===== src/rtl/commit_store_buffer_pkg.sv =====
// Shared definitions for the committed-store buffer.
// Holds the default depth, the store-size funct3 encodings and the drain FSM states.
package commit_store_buffer_pkg;

  localparam int unsigned SbDepthDefault = 8;

  // Store size encodings carried in the ROB funct3 field
  localparam logic [2:0] Funct3Sb = 3'b000;
  localparam logic [2:0] Funct3Sh = 3'b001;
  localparam logic [2:0] Funct3Sw = 3'b010;

  typedef enum logic {
    DrainIdle,
    DrainReq
  } drain_state_e;

endpackage


===== src/rtl/sb_lane_align.sv =====
// Store size/lane alignment.
// Maps a store's funct3 and low address bits to byte enables, and replicates the store data so
// that every enabled lane carries the correct byte.
// Ports:
//   i_funct3   store size (SB/SH/SW)
//   i_addr_lo  byte address bits [1:0]
//   i_data     raw store data from the ROB
//   o_be       byte enables, lane 0 = bits [7:0]
//   o_data     lane-aligned write data
//   o_legal    funct3 is one of SB/SH/SW
module sb_lane_align
  import commit_store_buffer_pkg::*;
(
  input  logic [2:0]  i_funct3,
  input  logic [1:0]  i_addr_lo,
  input  logic [31:0] i_data,
  output logic [3:0]  o_be,
  output logic [31:0] o_data,
  output logic        o_legal
);

  always_comb begin
    o_be    = 4'b0000;
    o_data  = '0;
    o_legal = 1'b0;
    case (i_funct3)
      Funct3Sb: begin
        o_be    = 4'b0001 << i_addr_lo;
        o_data  = {4{i_data[7:0]}};
        o_legal = 1'b1;
      end
      Funct3Sh: begin
        // addr[0] is ignored: halfwords are forced onto a halfword lane pair
        o_be    = 4'b0011 << {i_addr_lo[1], 1'b0};
        o_data  = {2{i_data[15:0]}};
        o_legal = 1'b1;
      end
      Funct3Sw: begin
        o_be    = 4'b1111;
        o_data  = i_data;
        o_legal = 1'b1;
      end
      default: begin
        o_be    = 4'b0000;
        o_data  = '0;
        o_legal = 1'b0;
      end
    endcase
  end

endmodule


===== src/rtl/commit_store_buffer.sv =====
// Committed store buffer.
// Retired stores from the ROB are queued in FIFO order and drained one at a time to data memory
// through a request/acknowledge handshake. Loads probe the buffer combinationally: a youngest
// full-word match forwards its data, any other match reports a conflict so the load waits.
// Entries are architecturally committed and are never flushed except by reset.
// Ports:
//   clk, rst                   clock, synchronous active-high reset
//   commit_valid/addr/data/funct3  committed store from the ROB
//   sb_full, sb_empty          occupancy flags from the registered count
//   mem_req/addr/wdata/be      write request to data memory, held stable until mem_ack
//   mem_ack                    memory accepted the current request
//   ld_addr                    load address to probe
//   ld_fwd_hit, ld_fwd_data    full-word forwarding result
//   ld_conflict                partial match, load must wait
//   err_sticky                 overflow or illegal funct3 seen since reset
module commit_store_buffer
  import commit_store_buffer_pkg::*;
#(
  parameter int unsigned SB_DEPTH = SbDepthDefault
) (
  input  logic        clk,
  input  logic        rst,
  input  logic        commit_valid,
  input  logic [31:0] commit_addr,
  input  logic [31:0] commit_data,
  input  logic [2:0]  commit_funct3,
  output logic        sb_full,
  output logic        sb_empty,
  output logic        mem_req,
  output logic [31:0] mem_addr,
  output logic [31:0] mem_wdata,
  output logic [3:0]  mem_be,
  input  logic        mem_ack,
  input  logic [31:0] ld_addr,
  output logic        ld_fwd_hit,
  output logic [31:0] ld_fwd_data,
  output logic        ld_conflict,
  output logic        err_sticky
);

  localparam int unsigned PtrW = (SB_DEPTH > 1) ? $clog2(SB_DEPTH) : 1;
  localparam int unsigned CntW = $clog2(SB_DEPTH + 1);

  logic [29:0]     r_word [SB_DEPTH];
  logic [31:0]     r_data [SB_DEPTH];
  logic [3:0]      r_be   [SB_DEPTH];
  logic [PtrW-1:0] r_head;
  logic [PtrW-1:0] r_tail;
  logic [CntW-1:0] r_count;
  logic            r_err;
  logic [31:0]     r_mem_addr;
  logic [31:0]     r_mem_wdata;
  logic [3:0]      r_mem_be;
  drain_state_e    r_state;
  drain_state_e    w_state_next;

  logic [3:0]      w_al_be;
  logic [31:0]     w_al_data;
  logic            w_al_legal;
  logic            w_push;
  logic            w_pop;
  logic [PtrW-1:0] w_fwd_idx;
  logic            w_fwd_hit;
  logic            w_fwd_conf;
  logic [31:0]     w_fwd_data;
  logic            w_unused_ld_lo;

  sb_lane_align u_lane_align (
    .i_funct3  (commit_funct3),
    .i_addr_lo (commit_addr[1:0]),
    .i_data    (commit_data),
    .o_be      (w_al_be),
    .o_data    (w_al_data),
    .o_legal   (w_al_legal)
  );

  // Full is taken from the registered count, so a pop in the same cycle cannot admit a store
  assign sb_full  = (r_count == CntW'(SB_DEPTH));
  assign sb_empty = (r_count == '0);
  assign w_push   = commit_valid & ~sb_full & w_al_legal;
  assign w_pop    = (r_state == DrainReq) & mem_ack;

  always_ff @(posedge clk) begin
    if (rst) begin
      r_head      <= '0;
      r_tail      <= '0;
      r_count     <= '0;
      r_err       <= 1'b0;
      r_mem_addr  <= '0;
      r_mem_wdata <= '0;
      r_mem_be    <= '0;
      for (int unsigned i = 0; i < SB_DEPTH; i++) begin
        r_word[i] <= '0;
        r_data[i] <= '0;
        r_be[i]   <= '0;
      end
    end else begin
      if (w_push) begin
        r_word[r_tail] <= commit_addr[31:2];
        r_data[r_tail] <= w_al_data;
        r_be[r_tail]   <= w_al_be;
        r_tail         <= r_tail + PtrW'(1);
      end
      if (w_pop) begin
        r_head <= r_head + PtrW'(1);
      end
      case ({w_push, w_pop})
        2'b10:   r_count <= r_count + CntW'(1);
        2'b01:   r_count <= r_count - CntW'(1);
        default: r_count <= r_count;
      endcase
      if (commit_valid && (sb_full || !w_al_legal)) begin
        r_err <= 1'b1;
      end
      // Capture the head entry on entry to REQ; it then stays frozen until acknowledged
      if (r_state == DrainIdle && r_count != '0) begin
        r_mem_addr  <= {r_word[r_head], 2'b00};
        r_mem_wdata <= r_data[r_head];
        r_mem_be    <= r_be[r_head];
      end
    end
  end

  always_ff @(posedge clk) begin
    if (rst) begin
      r_state <= DrainIdle;
    end else begin
      r_state <= w_state_next;
    end
  end

  always_comb begin
    w_state_next = r_state;
    unique case (r_state)
      DrainIdle: if (r_count != '0) w_state_next = DrainReq;
      DrainReq:  if (mem_ack)       w_state_next = DrainIdle;
      default:   w_state_next = DrainIdle;
    endcase
  end

  assign mem_req   = (r_state == DrainReq);
  assign mem_addr  = r_mem_addr;
  assign mem_wdata = r_mem_wdata;
  assign mem_be    = r_mem_be;
  assign err_sticky = r_err;

  // Walk entries oldest to youngest so the last match seen is the youngest one
  always_comb begin
    w_fwd_idx  = '0;
    w_fwd_hit  = 1'b0;
    w_fwd_conf = 1'b0;
    w_fwd_data = '0;
    for (int unsigned k = 0; k < SB_DEPTH; k++) begin
      w_fwd_idx = r_head + PtrW'(k);
      if ((CntW'(k) < r_count) && (r_word[w_fwd_idx] == ld_addr[31:2])) begin
        w_fwd_hit  = (r_be[w_fwd_idx] == 4'b1111);
        w_fwd_conf = (r_be[w_fwd_idx] != 4'b1111);
        w_fwd_data = r_data[w_fwd_idx];
      end
    end
  end

  assign ld_fwd_hit     = w_fwd_hit;
  assign ld_conflict    = w_fwd_conf;
  assign ld_fwd_data    = w_fwd_data;
  assign w_unused_ld_lo = ^ld_addr[1:0];

endmodule


===== config.mk =====
export PLATFORM = sky130hd
export DESIGN_NAME = commit_store_buffer
export DESIGN_NICKNAME = d
export VERILOG_FILES = /design/src/rtl/commit_store_buffer_pkg.sv /design/src/rtl/sb_lane_align.sv /design/src/rtl/commit_store_buffer.sv
export SDC_FILE = /design/constraint.sdc
export NUM_CORES = 2
export LEC_CHECK = 0
export BUFFER_PORTS_ARGS = -buffer_cell sky130_fd_sc_hd__buf_2
export CORE_MARGIN = 5
export CORE_UTILIZATION = 35
export DETAILED_ROUTE_END_ITERATION = 8
export SLEW_MARGIN = 15
export SYNTH_ARGS = -nofsm -noshare
export SYNTH_HDL_FRONTEND = slang
export SYNTH_SLANG_ARGS = --single-unit

===== constraint.sdc =====
create_clock -name clk -period 5.4 [get_ports clk]
set_input_delay 0 -clock clk [delete_from_list [all_inputs] [get_ports clk]]
set_output_delay 0 -clock clk [all_outputs]
set_load 0.01 [all_outputs]

==> summary.txt <==
STA
  • F_max: 0.188 GHz
  • Final WS setup: 80.2 ps
  • Endpoints failing setup: 0
  • Final Cycle Share: 98.5%
  • Max-slew headroom at the worst pin: 29.7%
  • Slew Limit Fails: 0
  • Final hold vios: 0
  • Clk_skew: 25.0 ps
  • Worst Max-Slew Pin Slew: 1050 ps
  • Minimum clock period: 5320 ps
  • TNS Setup: 0 ps
  • Unrepaired setup endpoints after global routing: yes

Min path
  • Hold Crit Start: commit_addr[1]
  • Hold Path Stages: 4
  • Hold Path Class: in2reg
  • Hold EP: r_be[4][0]

Critical path
  • Req. time, crit path: 5400 ps
  • Worst path bufs/invs: 5
  • Largest stage delay on the critical path: 530 ps
  • Worst-case reg-to-reg path depth: 9
  • Critical-path maximum fanout: 11
  • Critical path class: reg2out
  • CP Capture Type: output port
  • CP Launch Point: r_head[1]
  • Crit path max-delay cell type: mux2i_1
  • Reg2reg start: r_count[0]
  • CP Launch Type: flop
  • Crit path DAT: 5320 ps
  • CP cell instances: ha_1 -> xor2_4 -> buf_4 -> mux4_2 -> mux2i_1 -> a32oi_1 -> o211ai_1 -> nor4_2 -> buf_4 -> and2_2 -> buf_12 -> buf_4 -> nor3_1 -> o221ai_1 -> a221oi_1 -> buf_2
  • Delay-heaviest family, CP: buffers and inverters
  • CP dominant cell by count: buf_4
  • R2R setup slack: 1530 ps
  • Capturing point of the worst reg2reg path: r_word[3][16]

Logic synthesis
  • Async SR Flop Fraction: 0%
  • Top_reg_cell synth: edfxtp_1
  • Area leader, netlist: edfxtp_1
  • Post-Synthesis Cells: 4369
  • Post-synth EDFFs: 528
  • Synth Cell Area: 50300 µm²
  • Largest cells by area after synthesis: edfxtp_1 (32%), mux4_2 (27%), mux2i_1 (6.9%)
  • Share of the synthesized area in the top cell type: 31.5%
  • Count of cell types in the netlist: 85
  • Yosys reg bits: 609
  • Seq/Total Area, Yosys: 34.7%
  • Syn. warnings: 0
  • Syn avg cell area: 11.5 µm²

Die
  • Area of the core: 143000 µm²
  • Full die area: 151000 µm²
  • I/O pins: 209
  • Rows: 139
  • Die height: 389 µm
  • Die X: 389 µm
  • Starting density of the core: 35.1%

Layout
  • Synth-to-Final Area Change: 14.2%
  • Post-Layout Cell Count: 6451
  • Share of layout cells above drive strength 1: 28.9%
  • Nets@finish: 4585

Global routing
  • Total global routing track utilization: 27.3%
  • Most Crowded Layer GR: met2
  • First-pass GRT wire length: 303 mm
  • M1 GR Usage: 37.1%
  • Initial antenna violation count: 31
  • Met2 GRT Util: 41.1%
  • M3 GR Usage: 6.55%
  • Vias in the first global route: 40327
  • Largest net degree at the start of global routing: 145
  • GR Overflow Total: 0

CTS
  • Clock Latency Late Sink: 700 ps
  • Max clock buf depth: 3
  • Clk root buf: clkbuf_16
  • Num Clock Sinks: 609
  • CTS tree: built
  • H-tree levels: 3
  • CTS Buf Count: 69
  • Clock-pin slew on the worst setup and hold paths: 70 ps

Route
  • Post-route antenna net violation count: 0
  • DRC violations left: 1
  • Via/cell ratio: 6.59
  • DR pass1 iterations: 9
  • Vias: 42482
  • DRT iter0 DRCs: 6604
  • Drt total wl: 214 mm
  • Post-DR wirelength/cell: 33.2 µm

Place
  • Placement Setup Slack: 274 ps
  • PortBufs: 204
  • Post-DP HPWL: 144 mm
  • Placed Cells: 6234
  • RePlAce Congestion: 1.08

Power and ir drop
  • Tot Pwr: 17.3 mW
  • Pleak: 19.5 nW
  • Pwr/cell area: 301 nW/µm²
  • Maximum VDD drop: 0.343 mV

Status
  • Status: finished, violations left
  • Failing checks: design-rule violations

Job
  • MaxCap Viol Count: 0
[final cells by class]
cell class	instances	area, µm²
Clock buffer	83	1820
Antenna cell	17	42.5
Inverter	39	150
Tap cell	1903	2380
Timing Repair Buffer	483	3990
Multi-Input combinational cell	3273	31100
Sequential cell	609	17500
Clock inverter	44	485
Fill cell	13559	85900
[how the worst max path moves through the flow]
stage	to	cells past startpoint
after floorplan	ld_fwd_hit	23
after global placement	ld_fwd_data[22]	17
after detailed placement	ld_fwd_data[22]	17
after CTS	ld_fwd_hit	17
after global routing	ld_fwd_data[1]	14
final	ld_fwd_data[31]	16
[per-layer routing]
layer / up-vias / wire (µm)
met4: 14 / 11700
met3: 586 / 25700
li1: 17290 / -
met5: - / 109
met2: 3224 / 94800
met1: 21368 / 81800
[power breakdown]
group	internal (mW)	leakage, nW	switching [mW]
combinational	2.78	12.2	3.76
sequential	5.44	6.13	0.342
clock	2.79	1.12	2.16
total	11.0	19.5	6.26
[cell usage after synthesis, types with 80 or more instances]
library cell  instances
edfxtp_1            528
and3_1              188
mux4_2              610
a21oi_1              80
dfxtp_1              81
xnor2_1             197
nor2_1              586
a211oi_1             85
clkbuf_1            228
nand2_1             354
mux2i_1             348
buf_2                89
[stage by stage]
step	util [%]	hold WS (ps)	area (µm²)
2_1_floorplan	-	141	50300
4_1_cts	39.7	15.9	56900
3_3_place_gp	37.6	275	53900
5_1_grt	40.1	76.1	57400
3_5_place_dp	37.6	277	53900
6_report	40.1	63.7	57400
[flip-flops by register name (all words and copies together), names as in the netlist, named ones only]
register / cells
err_sticky: 1
mem_req: 1
mem_be: 4
r_head: 3
r_word: 240
r_data: 256
mem_addr: 30
r_count: 4
r_be: 32
r_tail: 3
mem_wdata: 32
[logic make-up (layout without fill, tap and decap cells)]
group | after synthesis | after routing | share of synthesized area [%]
AND/OR/NAND/NOR | 1513 | 1513 | 14.0
buffers and inverters | 489 | 649 | 4.50
flip-flops | 609 | 609 | 34.7
XOR/XNOR | 214 | 214 | 3.76
other | 1 | 19 | 0.00745
adder cells (fa/ha/maj) | 7 | 7 | 0.174
multiplexers | 988 | 988 | 34.9
AO/OA/AOI/OAI | 548 | 549 | 7.87
[tightest hold or removal path: stages]
cell     delay [ps]
buf_2           150
a21oi_1         130
o21ai_1         210
nor2_1          140
[what timing repair did]
item / in CTS / in global routing
buffers inserted: 8 / 8
hold endpoints to repair: 367 / 0
gates resized for setup: 10 / 48
endpoints found under the setup margin: 34 / 34
pin swaps: 4 / 13
gates cloned: 4 / 4
hold buffers: 48 / 0
[cells in the final DEF (no fill, tap or decap), types with 28 or more instances in the layout]
cell type / Yosys / routed
buf_4: 20 / 175
buf_2: 89 / 202
nor3_1: 61 / 60
dlygate4sd3_1: 0 / 48
buf_12: 0 / 31
a221oi_2: 30 / 33
mux4_2: 610 / 610
clkbuf_16: 0 / 75
o21ai_1: 35 / 37
xnor2_1: 197 / 182
a31oi_1: 46 / 46
and2_1: 70 / 67
a211oi_1: 85 / 85
mux2i_1: 348 / 345
nand2b_1: 43 / 34
nor2_1: 586 / 583
dfxtp_1: 81 / 75
nand3_1: 76 / 73
o21ai_0: 72 / 70
a21oi_1: 80 / 78
nand2_1: 354 / 347
mux2_2: 29 / 29
and3_1: 188 / 188
edfxtp_1: 528 / 528
nand4_1: 40 / 40
o221ai_1: 38 / 38
a22oi_1: 28 / 28
Note: power is estimated with default switching activity, not from simulation.
